[src/rtl/booth_mult_sched.sv]
// Round-robin scheduler wrapped around a single iterative radix-2 Booth engine.
// One Booth iteration per clock; products return on a tagged valid/ready channel.
module booth_mult_sched #(
  parameter int N_REQ = 4,
  parameter int WIDTH = 4
) (
  input  logic                          clk,
  input  logic                          rst,
  input  logic [N_REQ-1:0]              req_valid,
  output logic [N_REQ-1:0]              req_ready,
  input  logic [N_REQ*WIDTH-1:0]        req_mr,
  input  logic [N_REQ*WIDTH-1:0]        req_md,
  output logic                          rsp_valid,
  input  logic                          rsp_ready,
  output logic [$clog2(N_REQ)-1:0]      rsp_id,
  output logic signed [2*WIDTH-1:0]     rsp_prod,
  output logic                          busy
);

  localparam int IDW = $clog2(N_REQ);
  localparam int CW  = $clog2(WIDTH + 1);

  typedef enum logic [1:0] {S_IDLE, S_LOAD, S_RUN, S_RESP} state_t;

  state_t                    state_q, state_d;
  logic [IDW-1:0]            rr_ptr_q, rr_ptr_d;
  logic [IDW-1:0]            id_q, id_d;
  logic [CW-1:0]             cnt_q, cnt_d;
  logic                      rsp_valid_q, rsp_valid_d;
  logic signed [2*WIDTH-1:0] rsp_prod_q, rsp_prod_d;

  logic signed [WIDTH:0]     acc_q, acc_d;
  logic signed [WIDTH:0]     m_q, m_d;
  logic [WIDTH-1:0]          q_q, q_d;
  logic                      q1_q, q1_d;

  logic                      sel_found;
  logic [IDW-1:0]            sel_idx;
  logic [WIDTH-1:0]          sel_mr, sel_md;
  logic [2*WIDTH+1:0]        booth_next;
  int                        scan_idx;

  // One Booth step: add/subtract per {q0,q_1}, then arithmetic shift of {acc,q,q_1}.
  function automatic logic [2*WIDTH+1:0] booth_step(
    input logic signed [WIDTH:0] acc,
    input logic [WIDTH-1:0]      q,
    input logic                  q1,
    input logic signed [WIDTH:0] m
  );
    logic signed [WIDTH:0]     sum;
    logic signed [2*WIDTH+1:0] cat;
    case ({q[0], q1})
      2'b10:   sum = acc - m;
      2'b01:   sum = acc + m;
      default: sum = acc;
    endcase
    cat = {sum, q, q1};
    return cat >>> 1;
  endfunction

  // Round-robin search starting at rr_ptr, wrapping at N_REQ.
  always_comb begin
    sel_found = 1'b0;
    sel_idx   = '0;
    scan_idx  = 0;
    for (int k = 0; k < N_REQ; k++) begin
      scan_idx = int'(rr_ptr_q) + k;
      if (scan_idx >= N_REQ) scan_idx = scan_idx - N_REQ;
      if (!sel_found && req_valid[scan_idx]) begin
        sel_found = 1'b1;
        sel_idx   = IDW'(scan_idx);
      end
    end
  end

  assign sel_mr = req_mr[int'(sel_idx)*WIDTH +: WIDTH];
  assign sel_md = req_md[int'(sel_idx)*WIDTH +: WIDTH];

  always_comb begin
    req_ready = '0;
    if (!rst && state_q == S_IDLE && sel_found) req_ready[sel_idx] = 1'b1;
  end

  assign booth_next = booth_step(acc_q, q_q, q1_q, m_q);

  always_comb begin
    state_d     = state_q;
    rr_ptr_d    = rr_ptr_q;
    id_d        = id_q;
    cnt_d       = cnt_q;
    rsp_valid_d = rsp_valid_q;
    rsp_prod_d  = rsp_prod_q;
    acc_d       = acc_q;
    m_d         = m_q;
    q_d         = q_q;
    q1_d        = q1_q;
    case (state_q)
      S_IDLE: begin
        if (sel_found) begin
          id_d    = sel_idx;
          q_d     = sel_mr;
          m_d     = {sel_md[WIDTH-1], sel_md};
          state_d = S_LOAD;
        end
      end
      S_LOAD: begin
        acc_d   = '0;
        q1_d    = 1'b0;
        cnt_d   = CW'(WIDTH);
        state_d = S_RUN;
      end
      S_RUN: begin
        acc_d = booth_next[2*WIDTH+1:WIDTH+1];
        q_d   = booth_next[WIDTH:1];
        q1_d  = booth_next[0];
        cnt_d = cnt_q - 1'b1;
        if (cnt_q == CW'(1)) begin
          rsp_prod_d  = booth_next[2*WIDTH:1];
          rsp_valid_d = 1'b1;
          state_d     = S_RESP;
        end
      end
      S_RESP: begin
        if (rsp_ready) begin
          rsp_valid_d = 1'b0;
          rr_ptr_d    = (id_q == IDW'(N_REQ - 1)) ? '0 : id_q + 1'b1;
          state_d     = S_IDLE;
        end
      end
      default: state_d = S_IDLE;
    endcase
  end

  always_ff @(posedge clk or posedge rst) begin
    if (rst) begin
      state_q     <= S_IDLE;
      rr_ptr_q    <= '0;
      id_q        <= '0;
      cnt_q       <= '0;
      rsp_valid_q <= 1'b0;
      rsp_prod_q  <= '0;
    end else begin
      state_q     <= state_d;
      rr_ptr_q    <= rr_ptr_d;
      id_q        <= id_d;
      cnt_q       <= cnt_d;
      rsp_valid_q <= rsp_valid_d;
      rsp_prod_q  <= rsp_prod_d;
    end
  end

  // Arithmetic datapath carries no reset; LOAD initialises it before use.
  always_ff @(posedge clk) begin
    acc_q <= acc_d;
    m_q   <= m_d;
    q_q   <= q_d;
    q1_q  <= q1_d;
  end

  assign rsp_valid = rsp_valid_q;
  assign rsp_prod  = rsp_prod_q;
  assign rsp_id    = id_q;
  assign busy      = (state_q != S_IDLE);

endmodule

[config.mk]
export PLATFORM = sky130hd
export DESIGN_NAME = booth_mult_sched
export DESIGN_NICKNAME = d
export VERILOG_FILES = /design/src/rtl/booth_mult_sched.sv
export SDC_FILE = /design/constraint.sdc
export NUM_CORES = 1
export LEC_CHECK = 0
export BUFFER_PORTS_ARGS = -buffer_cell sky130_fd_sc_hd__buf_2
export CAP_MARGIN = 20
export CORE_MARGIN = 2
export CORE_UTILIZATION = 44
export CTS_CLUSTER_DIAMETER = 200
export CTS_CLUSTER_SIZE = 40
export DETAILED_ROUTE_END_ITERATION = 6
export GPL_TIMING_DRIVEN = 0
export PLACE_DENSITY = 0.69
export SLEW_MARGIN = 25
export SYNTH_ARGS = -nofsm -noshare
export SYNTH_HDL_FRONTEND = slang
export SYNTH_SLANG_ARGS = --single-unit
[constraint.sdc]
create_clock -name clk -period 4 [get_ports clk]
set_input_delay 0.4 -clock clk [delete_from_list [all_inputs] [get_ports clk]]
set_output_delay 0.4 -clock clk [all_outputs]
set_load 0.02 [all_outputs]
==> results.md <==
- Outcome: finished clean
- Tmin final: 2.42 ns
- Commonest non-fill, non-tap cell in the layout: buf_2
- CTS max path bufs: 2
- Drt total wl: 4.09 mm
- DP HPWL: 3.29 mm
- Yosys warning total: 0
- Place WS: 1.56 ns
- Nets: 314
- Initial Utilization: 45.7%
- Post-CTS setup buffer count: 0
- RSZ-0062 raised after global routing: false
- Worst Path Required: 4.14 ns
- Clk root buf: clkbuf_8
- Period utilisation layout: 60.5%
- Post-CTS Hold Buffers: 0
- Crit path kind: flip-flop to flip-flop
- Crit Path Max Fanout: 5
- Share of cells above drive strength 1: 28.2%
- Die W: 71.3 um
- Top_reg_cell synth: dfrtp_1
- Die area: 5080 um^2
- P_leak: 1.21 nW
- Initial DRC count: 75
- Yosys reg bits: 31
- Fin Setup TNS: 0 ns
- DRC viols: 0
- Simple-Gate Fraction of Synth Area: 16.1%
- Mapped Cells: 200
- Gr ovfl total: 0
- CP Data Arrival Time: 2.56 ns
- Clock Skew: 0.00796 ns
- Fraction of synthesized area in multiplexers: 11.2%
- Synth Cell Area: 1990 um^2
- Headroom to the max-slew limit: 50.8%
- Complex-gate fraction of the synthesized area: 14.1%
- Max_cap viols: 0
- Syn-to-layout area delta: 22.7%
- I/O Buffers: 54
- Synth unique cells: 43
- Post-synth EDFFs: 13
- Setup violators final: 0
- Global Route Usage Sum: 17.1%
- Vias per cell: 5.20
- I/O pin count: 55
- Later-pin clock latency in the skew report: 0.28 ns
- TritonCTS clock tree: done
- Die H: 71.3 um
- Seq/Total Area, Yosys: 42.2%
- Hold Fails Final Rpt: 0
- Max VDD drop: 0.381 mV
- Post-synthesis xor/xnor area fraction: 1.32%
- Commonest non-fill, non-tap cells in the layout: 54 x buf_2, 19 x mux2i_1, 19 x inv_1
- DR pass1 iterations: 4
- Post-DRT Antenna Nets: 0
- CP startpoint kind: flip-flop
- Slew @ Worst Pin: 0.737 ns
- First-pass GRT wire length: 6.75 mm
- Worst Setup End Kind: flip-flop
- PD cells: 849 nW/um^2
- Largest net degree at the start of global routing: 19
- Max frequency: 413 MHz
- Antenna diode instance count: 0
- Vias in the first global route: 1,465
- Main combinational cell family by area after synthesis: simple AND/OR/NAND/NOR gates
- Site Rows: 24
- Antenna violations before repair: 0
- Via count: 1,633
- Clock Pin Slew Worst Setup and Hold Paths: 0.07 ns
- Syn nets: 253
- Cts repair resizes: 0
- H-Tree Level Count: 2
- Post-Synth Adder-Cell Area: 9.17%
- Ys async rst share: 58.1%
- Final RePlAce weighted congestion: 0.837
- Syn Area/Cell: 9.96 um^2
- Setup WS post-layout: 1.58 ns
- Core area: 4350 um^2
- Per-cell routed wire length: 13.0 um
- Pins Over Slew Limit: 0
- Number of buffers created by CTS: 5
- Clk sinks: 31
- Hold Crit Class: input port to asynchronous set/reset pin
[area by class of cell]
cell class | instances | area [um^2]
fill | 400 | 1910
sequential | 31 | 841
clock inverter | 2 | 35.0
tap | 52 | 65.1
inverter | 21 | 78.8
buffer | 6 | 37.5
multi-input combinational | 142 | 1030
clock buffer | 6 | 82.6
timing repair buffer | 54 | 270
[where the power goes]
part           switching, mW  leakage (nW)  internal [mW]  total, mW
Clock                  0.116        0.0612          0.201      0.317
Combinational          0.675         0.794          0.465       1.14
Sequential            0.0891         0.356          0.530      0.619
Total                  0.880          1.21           1.20       2.08
[sequential cells by signal (all words and copies together) (netlist names)]
name       count
q1_q           1
acc_q          4
rr_ptr_q       2
rsp_id         2
cnt_q          3
q_q            4
rsp_valid      1
state_q        2
rsp_prod       8
m_q            4
[critical path, cell delays in order, from the launching register on]
cell	delay [ns]
edfxtp_1	0.37
inv_1	0.09
ha_1	0.23
mux2_2	0.21
inv_1	0.06
fa_1	0.41
nor2b_1	0.17
o21ai_1	0.10
a211o_1	0.31
a21o_1	0.20
a21oi_1	0.13
[synth_stat cells, types with 2 or more instances]
| cell | number | area, um^2 |
|---|---|---|
| xor2_1 | 2 | 17.5 |
| or2_1 | 2 | 12.5 |
| nor3_1 | 2 | 10.0 |
| o21ai_1 | 14 | 70.1 |
| inv_1 | 19 | 71.3 |
| and2_1 | 2 | 12.5 |
| a21o_1 | 2 | 15.0 |
| a211o_1 | 2 | 17.5 |
| a21oi_1 | 9 | 45.0 |
| nor2b_1 | 8 | 50.1 |
| nand2b_1 | 3 | 18.8 |
| nand2_1 | 18 | 67.6 |
| nor2_1 | 13 | 48.8 |
| clkbuf_1 | 3 | 11.3 |
| nand3_1 | 2 | 10.0 |
| o22ai_1 | 2 | 12.5 |
| mux2_2 | 2 | 22.5 |
| mux2i_1 | 19 | 190 |
| ha_1 | 13 | 163 |
| dfrtp_1 | 18 | 450 |
| edfxtp_1 | 13 | 390 |
| inv_2 | 2 | 7.51 |
| o21ai_0 | 3 | 15.0 |
| a221oi_1 | 7 | 61.3 |
| buf_6 | 2 | 22.5 |
[layer usage]
metal / vias up / share of wire, % / wire length [um] / GRT usage [%]
li1: 834 / - / - / -
met1: 734 / 47 / 1940 / 23.9
met2: 55 / 44 / 1790 / 25.1
met3: 10 / 6.7 / 275 / 4.92
met4: 0 / 2.2 / 90 / 6.92
met5: - / 0 / 0 / 0
[metrics by stage]
step | power, mW | area, um^2 | utilization [%] | hold WS (ns) | instances
after global routing | 2.27 | 2440 | 56.1 | 0.309 | 314
final | 2.08 | 2440 | 56.1 | 0.260 | 314
after global placement | 1.74 | 2330 | 53.4 | 0.463 | 306
after CTS | 2.10 | 2440 | 56.1 | 0.280 | 314
after floorplan | 1.48 | 1990 | - | 0.339 | 200
after detailed placement | 1.78 | 2330 | 53.4 | 0.469 | 306
[final timing paths]
kind                            from          end  slack, ns  cells after the start
setup / recovery              q_q[0]     acc_q[3]       1.58                     10
hold reg to reg            rsp_valid    rsp_valid       0.48                      2
min in group clk           rsp_ready  rr_ptr_q[0]       0.47                      3
hold / removal                   rst    rsp_id[0]       0.26                      2
setup reg to reg              q_q[0]     acc_q[3]       1.58                     10
max in group asynchronous        rst  rsp_prod[1]       3.27                      2
[kinds of logic (layout without fill, tap and decap cells)]
| family | after synthesis | in the layout |
|---|---|---|
| fa+ha+maj | 14 | 14 |
| xor+xnor | 3 | 3 |
| simple gates | 59 | 59 |
| buf+inv | 27 | 89 |
| flops | 31 | 31 |
| mux | 22 | 22 |
| compound gates | 44 | 44 |
Note: power is estimated with default switching activity, not from simulation.
